File: src/rtl/mips_pkg.sv
// Shared MIPS decode definitions: instruction field positions, opcode constants,
// the decoded-entry record held by the splitter buffer and its occupancy states.
package mips_pkg;

  localparam int OPC_MSB   = 31;
  localparam int OPC_LSB   = 26;
  localparam int RS_MSB    = 25;
  localparam int RS_LSB    = 21;
  localparam int RT_MSB    = 20;
  localparam int RT_LSB    = 16;
  localparam int RD_MSB    = 15;
  localparam int RD_LSB    = 11;
  localparam int SHAMT_MSB = 10;
  localparam int SHAMT_LSB = 6;
  localparam int FUNCT_MSB = 5;
  localparam int FUNCT_LSB = 0;
  localparam int IMM_MSB   = 15;
  localparam int IMM_LSB   = 0;
  localparam int TGT_MSB   = 25;
  localparam int TGT_LSB   = 0;

  localparam logic [5:0] OPC_RTYPE = 6'h00;

  typedef struct packed {
    logic [5:0]  opcode;
    logic [4:0]  rs;
    logic [4:0]  rt;
    logic [4:0]  rd;
    logic [4:0]  shamt;
    logic [5:0]  funct;
    logic        is_rtype;
    logic [31:0] imm_ext;
    logic [31:0] branch_off;
    logic [31:0] jump_addr;
  } dec_entry_t;

  typedef enum logic [1:0] {
    ST_EMPTY = 2'd0,
    ST_ONE   = 2'd1,
    ST_TWO   = 2'd2
  } buf_state_t;

endpackage

File: src/rtl/instr_field_decode.sv
// Combinational split of one instruction word into its decoded entry.
// Build option IMM_SIGN_EXT_EN selects sign (defined) or zero (default) immediate extension.
module instr_field_decode
  import mips_pkg::*;
(
  input  logic [31:0] instr,
  input  logic [3:0]  pc_hi,
  output dec_entry_t  dec
);

  logic [31:0] imm_ext;

`ifdef IMM_SIGN_EXT_EN
  logic signed [15:0] imm_s;
  logic signed [31:0] imm_sext;

  assign imm_s    = $signed(instr[IMM_MSB:IMM_LSB]);
  assign imm_sext = imm_s;
  assign imm_ext  = imm_sext;
`else
  assign imm_ext  = {16'b0, instr[IMM_MSB:IMM_LSB]};
`endif

  always_comb begin
    dec            = '0;
    dec.opcode     = instr[OPC_MSB:OPC_LSB];
    dec.rs         = instr[RS_MSB:RS_LSB];
    dec.rt         = instr[RT_MSB:RT_LSB];
    dec.rd         = instr[RD_MSB:RD_LSB];
    dec.shamt      = instr[SHAMT_MSB:SHAMT_LSB];
    dec.funct      = instr[FUNCT_MSB:FUNCT_LSB];
    dec.is_rtype   = (instr[OPC_MSB:OPC_LSB] == OPC_RTYPE);
    dec.imm_ext    = imm_ext;
    dec.branch_off = {imm_ext[29:0], 2'b00};
    // Jump target keeps the region bits of the delay-slot PC.
    dec.jump_addr  = {pc_hi, instr[TGT_MSB:TGT_LSB], 2'b00};
  end

endmodule

File: src/rtl/instr_field_splitter.sv
// Registered instruction decode buffer with a two-entry skid (HEAD/SKID), valid/ready
// on both sides, flush, and a saturating accept counter. Option macro: IMM_SIGN_EXT_EN.
module instr_field_splitter
  import mips_pkg::*;
#(
  parameter int COUNT_W = 16
) (
  input  logic               clk,
  input  logic               rst,
  input  logic               in_valid,
  output logic               in_ready,
  input  logic [31:0]        instr,
  input  logic [31:0]        pc_plus4,
  input  logic               flush,
  output logic               out_valid,
  input  logic               out_ready,
  output logic [5:0]         opcode,
  output logic [4:0]         rs,
  output logic [4:0]         rt,
  output logic [4:0]         rd,
  output logic [4:0]         shamt,
  output logic [5:0]         funct,
  output logic               is_rtype,
  output logic [31:0]        imm_ext,
  output logic [31:0]        branch_off,
  output logic [31:0]        jump_addr,
  output logic [COUNT_W-1:0] instr_count
);

  function automatic logic [COUNT_W-1:0] sat_inc(input logic [COUNT_W-1:0] v);
    return (&v) ? v : v + 1'b1;
  endfunction

  buf_state_t         state_q;
  buf_state_t         state_nxt;
  logic               in_ready_q;
  logic [COUNT_W-1:0] count_q;
  dec_entry_t         dec_p0;
  dec_entry_t         head_p1;
  dec_entry_t         skid_p1;
  logic               accept;
  logic               pop;
  logic               ld_head;
  logic               ld_skid;
  logic               shift;
  logic               unused_pc_lo;

  assign unused_pc_lo = ^pc_plus4[27:0];

  instr_field_decode u_decode (
    .instr (instr),
    .pc_hi (pc_plus4[31:28]),
    .dec   (dec_p0)
  );

  assign in_ready  = in_ready_q;
  assign out_valid = (state_q != ST_EMPTY);
  assign accept    = in_valid & in_ready_q;
  assign pop       = out_valid & out_ready;

  always_comb begin
    state_nxt = state_q;
    ld_head   = 1'b0;
    ld_skid   = 1'b0;
    shift     = 1'b0;
    unique case (state_q)
      ST_EMPTY: begin
        if (accept) begin
          state_nxt = ST_ONE;
          ld_head   = 1'b1;
        end
      end
      ST_ONE: begin
        if (accept && pop) begin
          ld_head = 1'b1;
        end else if (accept) begin
          state_nxt = ST_TWO;
          ld_skid   = 1'b1;
        end else if (pop) begin
          state_nxt = ST_EMPTY;
        end
      end
      ST_TWO: begin
        if (pop) begin
          state_nxt = ST_ONE;
          shift     = 1'b1;
        end
      end
      default: state_nxt = ST_EMPTY;
    endcase
    // Flush wins over any same-cycle transfer; nothing is captured or moved.
    if (flush) begin
      state_nxt = ST_EMPTY;
      ld_head   = 1'b0;
      ld_skid   = 1'b0;
      shift     = 1'b0;
    end
  end

  always_ff @(posedge clk or posedge rst) begin
    if (rst) begin
      state_q    <= ST_EMPTY;
      in_ready_q <= 1'b0;
      count_q    <= '0;
    end else begin
      state_q    <= state_nxt;
      in_ready_q <= (state_nxt != ST_TWO);
      if (accept) begin
        count_q <= sat_inc(count_q);
      end
    end
  end

  // p0 -> p1: decoded word is captured into HEAD or SKID; SKID advances into HEAD on pop.
  always_ff @(posedge clk or posedge rst) begin
    if (rst) begin
      head_p1 <= '0;
      skid_p1 <= '0;
    end else begin
      if (ld_head) begin
        head_p1 <= dec_p0;
      end else if (shift) begin
        head_p1 <= skid_p1;
      end
      if (ld_skid) begin
        skid_p1 <= dec_p0;
      end
    end
  end

  assign opcode      = head_p1.opcode;
  assign rs          = head_p1.rs;
  assign rt          = head_p1.rt;
  assign rd          = head_p1.rd;
  assign shamt       = head_p1.shamt;
  assign funct       = head_p1.funct;
  assign is_rtype    = head_p1.is_rtype;
  assign imm_ext     = head_p1.imm_ext;
  assign branch_off  = head_p1.branch_off;
  assign jump_addr   = head_p1.jump_addr;
  assign instr_count = count_q;

endmodule

File: config.mk
export PLATFORM = sky130hd
export DESIGN_NAME = instr_field_splitter
export DESIGN_NICKNAME = d
export VERILOG_FILES = /design/src/rtl/mips_pkg.sv /design/src/rtl/instr_field_decode.sv /design/src/rtl/instr_field_splitter.sv
export SDC_FILE = /design/constraint.sdc
export NUM_CORES = 1
export LEC_CHECK = 0
export ABC_AREA = 1
export BUFFER_PORTS_ARGS = -buffer_cell sky130_fd_sc_hd__clkbuf_2
export CAP_MARGIN = 5
export CORE_MARGIN = 2
export CORE_UTILIZATION = 40
export DETAILED_ROUTE_END_ITERATION = 10
export GPL_ROUTABILITY_DRIVEN = 0
export PLACE_DENSITY = 0.69
export SLEW_MARGIN = 20
export SYNTH_ARGS = -nofsm -noshare
export SYNTH_HDL_FRONTEND = slang
export SYNTH_SLANG_ARGS = --single-unit
File: constraint.sdc
create_clock -name clk -period 4.2 [get_ports clk]
set_input_delay 0.84 -clock clk [delete_from_list [all_inputs] [get_ports clk]]
set_output_delay 0.84 -clock clk [all_outputs]
set_load 0.05 [all_outputs]
==> run summary <==
Peak VDD IR -> 0.3030 mV
Main area contributors after synthesis -> dfrtp_1 (46%), buf_4 (15%), nand3_1 (7.8%), nand2_1 (6.6%), o211ai_1 (5.5%)
Commonest non-fill, non-tap cell in the layout -> clkbuf_2
Max-slew violation count -> 0
Hold crit path type -> reg2reg
Reg-to-Reg End -> rs[2]$_DFFE_PP0P_
Top-area cell type share of the netlist area -> 0.4573
Max Clock Freq -> 0.4109 GHz
PD cells -> 603.2 nW/um^2
Pleak -> 2.953 nW
Synth cell types -> 27
Syn. warnings -> 0
GRT Overall Usage -> 0.1560
Placed cell count -> 844
Worst skew pair latency -> 0.35 ns
CTS clk-pin slew, worst paths -> 0.07 ns
Starting Density -> 0.4065
Final worst slack -> 1.766 ns
Synth Register Bits -> 93
WS Path Type -> in2reg
Port bufs -> 153
Cell Area, Placed -> 5358 sq um
Post-Syn Area -> 5089 sq um
DRC violations left -> 0
Congestion Overflow GR -> 0
DP Wirelength -> 7108 um
Worst R2R Path Depth -> 6
Final setup fails -> 0
Startpoint types -> input pin
Max Root-Sink Buffers -> 2
Layout Cell Area excl Fill -> 5652 sq um
Fraction of layout cells with a size suffix above 1 -> 0.2776
Total CTS buffers -> 9
Setup slack at placement -> 1.383 ns
Io pins -> 216
Tcrit/Tclk final -> 0.5794
Antenna Violating Nets Remaining -> 0
Via count -> 3971
Vias/cell -> 4.612
Crit end category -> flop
Part of the Yosys area used for sequential elements -> 0.4573
Final Hold Fails -> 0
Critical-path maximum fanout -> 38
Total Wirelength -> 10550 um
Reg2reg start -> in_ready$_DFF_PP0_
Row cnt -> 41
Hold depth -> 2
CP endpoint -> rs[2]$_DFFE_PP0P_
Layout Skew -> 0.007169 ns
DRT Pass-1 Iters -> 4
Worst Setup SP -> in_valid
Die footprint -> 13640 sq um
First-pass GRT wire length -> 16420 um
Post-layout min period -> 2.434 ns
Quantity of hold-fixing buffers added after cts -> 0
Core area -> 12520 sq um
H-tree depth -> 3
Worst slew margin -> 0.3385
Finished Layout Cells -> 861
Die Wd -> 116.8 um
Commonest non-fill, non-tap cells in the layout -> clkbuf_2 (153), dfrtp_1 (93), nand2_1 (90), nand3_1 (79), inv_1 (57)
Final #Nets -> 753
DRC marker count from the first detailed-route iteration -> 238
Reg2Reg Setup Slack -> 1.96 ns
Slew @ Worst Pin -> 0.9893 ns
Die Ht -> 116.8 um
WL/cell -> 12.25 um
Largest net degree at the start of global routing -> 71
Vias in the first global route -> 3344
# Post-CTS Setup Buffers -> 0
Root Driver -> clkbuf_16
Critical Path RT -> 4.40 ns
Arr. time, crit path -> 2.63 ns
Antenna violations before repair -> 1
TritonCTS clock tree -> built
Unrepaired setup endpoints after global routing -> false
Avg Cell Area, Syn -> 8.481 sq um
Area growth from synthesis to layout -> 11.06%
Top cell type by total area after synthesis -> dfrtp_1
Max cap viols -> 0
Fin Setup TNS -> 0 ns
Post-CTS Resized -> 0
Mapped Cells -> 600
Clk sinks -> 93
Status -> finished, final reports clean
layout make-up:
type / count / area [sq um]
fill: 1263 / 6865
sequential: 93 / 2327
multi-input combinational: 359 / 1769
timing repair buffer: 160 / 818.3
inverter: 60 / 227.7
clock buffer: 9 / 225.2
tap: 172 / 215.2
clock inverter: 7 / 66.31
antenna: 1 / 2.502
Yosys cell counts:
master / n
nand2_2: 4
nor2_4: 2
buf_2: 10
nand3_2: 2
inv_2: 2
xnor2_1: 6
nor3_4: 1
xor2_1: 1
o21ai_1: 6
nand2_4: 1
buf_4: 99
dfrtp_1: 93
nand2_1: 90
clkbuf_1: 5
nand4_1: 7
buf_6: 7
conb_1: 1
ha_1: 1
o21ai_0: 5
a21oi_2: 1
o211ai_1: 37
nor2_2: 1
nor3b_1: 1
a21oi_1: 32
nor2_1: 48
nand3_1: 79
inv_1: 58
layer usage:
metal  GRT usage  share of wire
met1      0.1978           0.43
met2      0.2528           0.47
met3     0.03656          0.078
met4     0.07373          0.018
met5           0              0
how the worst min path moves through the flow:
stage | to | slack [ns] | startpoint
2_1_floorplan | skid_p1[123]$_DFFE_PP0P_ | 0.46 | skid_p1[123]$_DFFE_PP0P_
3_3_place_gp | skid_p1[123]$_DFFE_PP0P_ | 0.47 | skid_p1[123]$_DFFE_PP0P_
3_5_place_dp | skid_p1[123]$_DFFE_PP0P_ | 0.48 | skid_p1[123]$_DFFE_PP0P_
4_1_cts | skid_p1[123]$_DFFE_PP0P_ | 0.50 | skid_p1[123]$_DFFE_PP0P_
6_report | skid_p1[123]$_DFFE_PP0P_ | 0.49 | skid_p1[123]$_DFFE_PP0P_
5_1_grt | skid_p1[128]$_DFFE_PP0P_ | 0.52 | skid_p1[128]$_DFFE_PP0P_
state kept, by name, indices dropped and copies added, names as in the netlist:
register,flops
funct,5
jump_addr,7
instr_count,16
rt,4
state_q,2
skid_p1,37
shamt,4
rd,4
is_rtype,1
opcode,6
rs,4
imm_ext,2
in_ready,1
kinds of logic after synthesis:
logic type	after synthesis	share of synthesized area
AO/OA/AOI/OAI	81	0.09860
XOR/XNOR	7	0.01205
adder cells (fa/ha/maj)	1	0.002458
buffers and inverters	181	0.2193
flip-flops	93	0.4573
other	1	0.0007369
AND/OR/NAND/NOR	236	0.2095
worst max-delay path, stage by stage:
cell and delay, ns:
clkbuf_2 0.07, nand2_1 0.15, nor3_4 0.19, buf_4 0.44, nand2_2 0.56, nand3_1 0.23
o211ai_1 0.11
through the flow:
stage	total power, mW	hold slack [ns]	utilization
after global routing	3.585	0.5155	0.4513
after floorplan	2.525	0.4588	-
after detailed placement	2.635	0.4790	0.4280
final	3.409	0.4931	0.4515
after global placement	2.617	0.4706	0.4280
after CTS	3.443	0.4965	0.4513
where the power goes:
part / switching, mW / leakage, nW / internal, mW / total (mW)
Sequential: 0.126 / 1.12 / 1.09 / 1.21
Clock: 0.386 / 0.144 / 0.417 / 0.803
Combinational: 1.12 / 1.69 / 0.279 / 1.39
Total: 1.63 / 2.95 / 1.78 / 3.41
No activity file was read; power rests on OpenSTA's default activity.
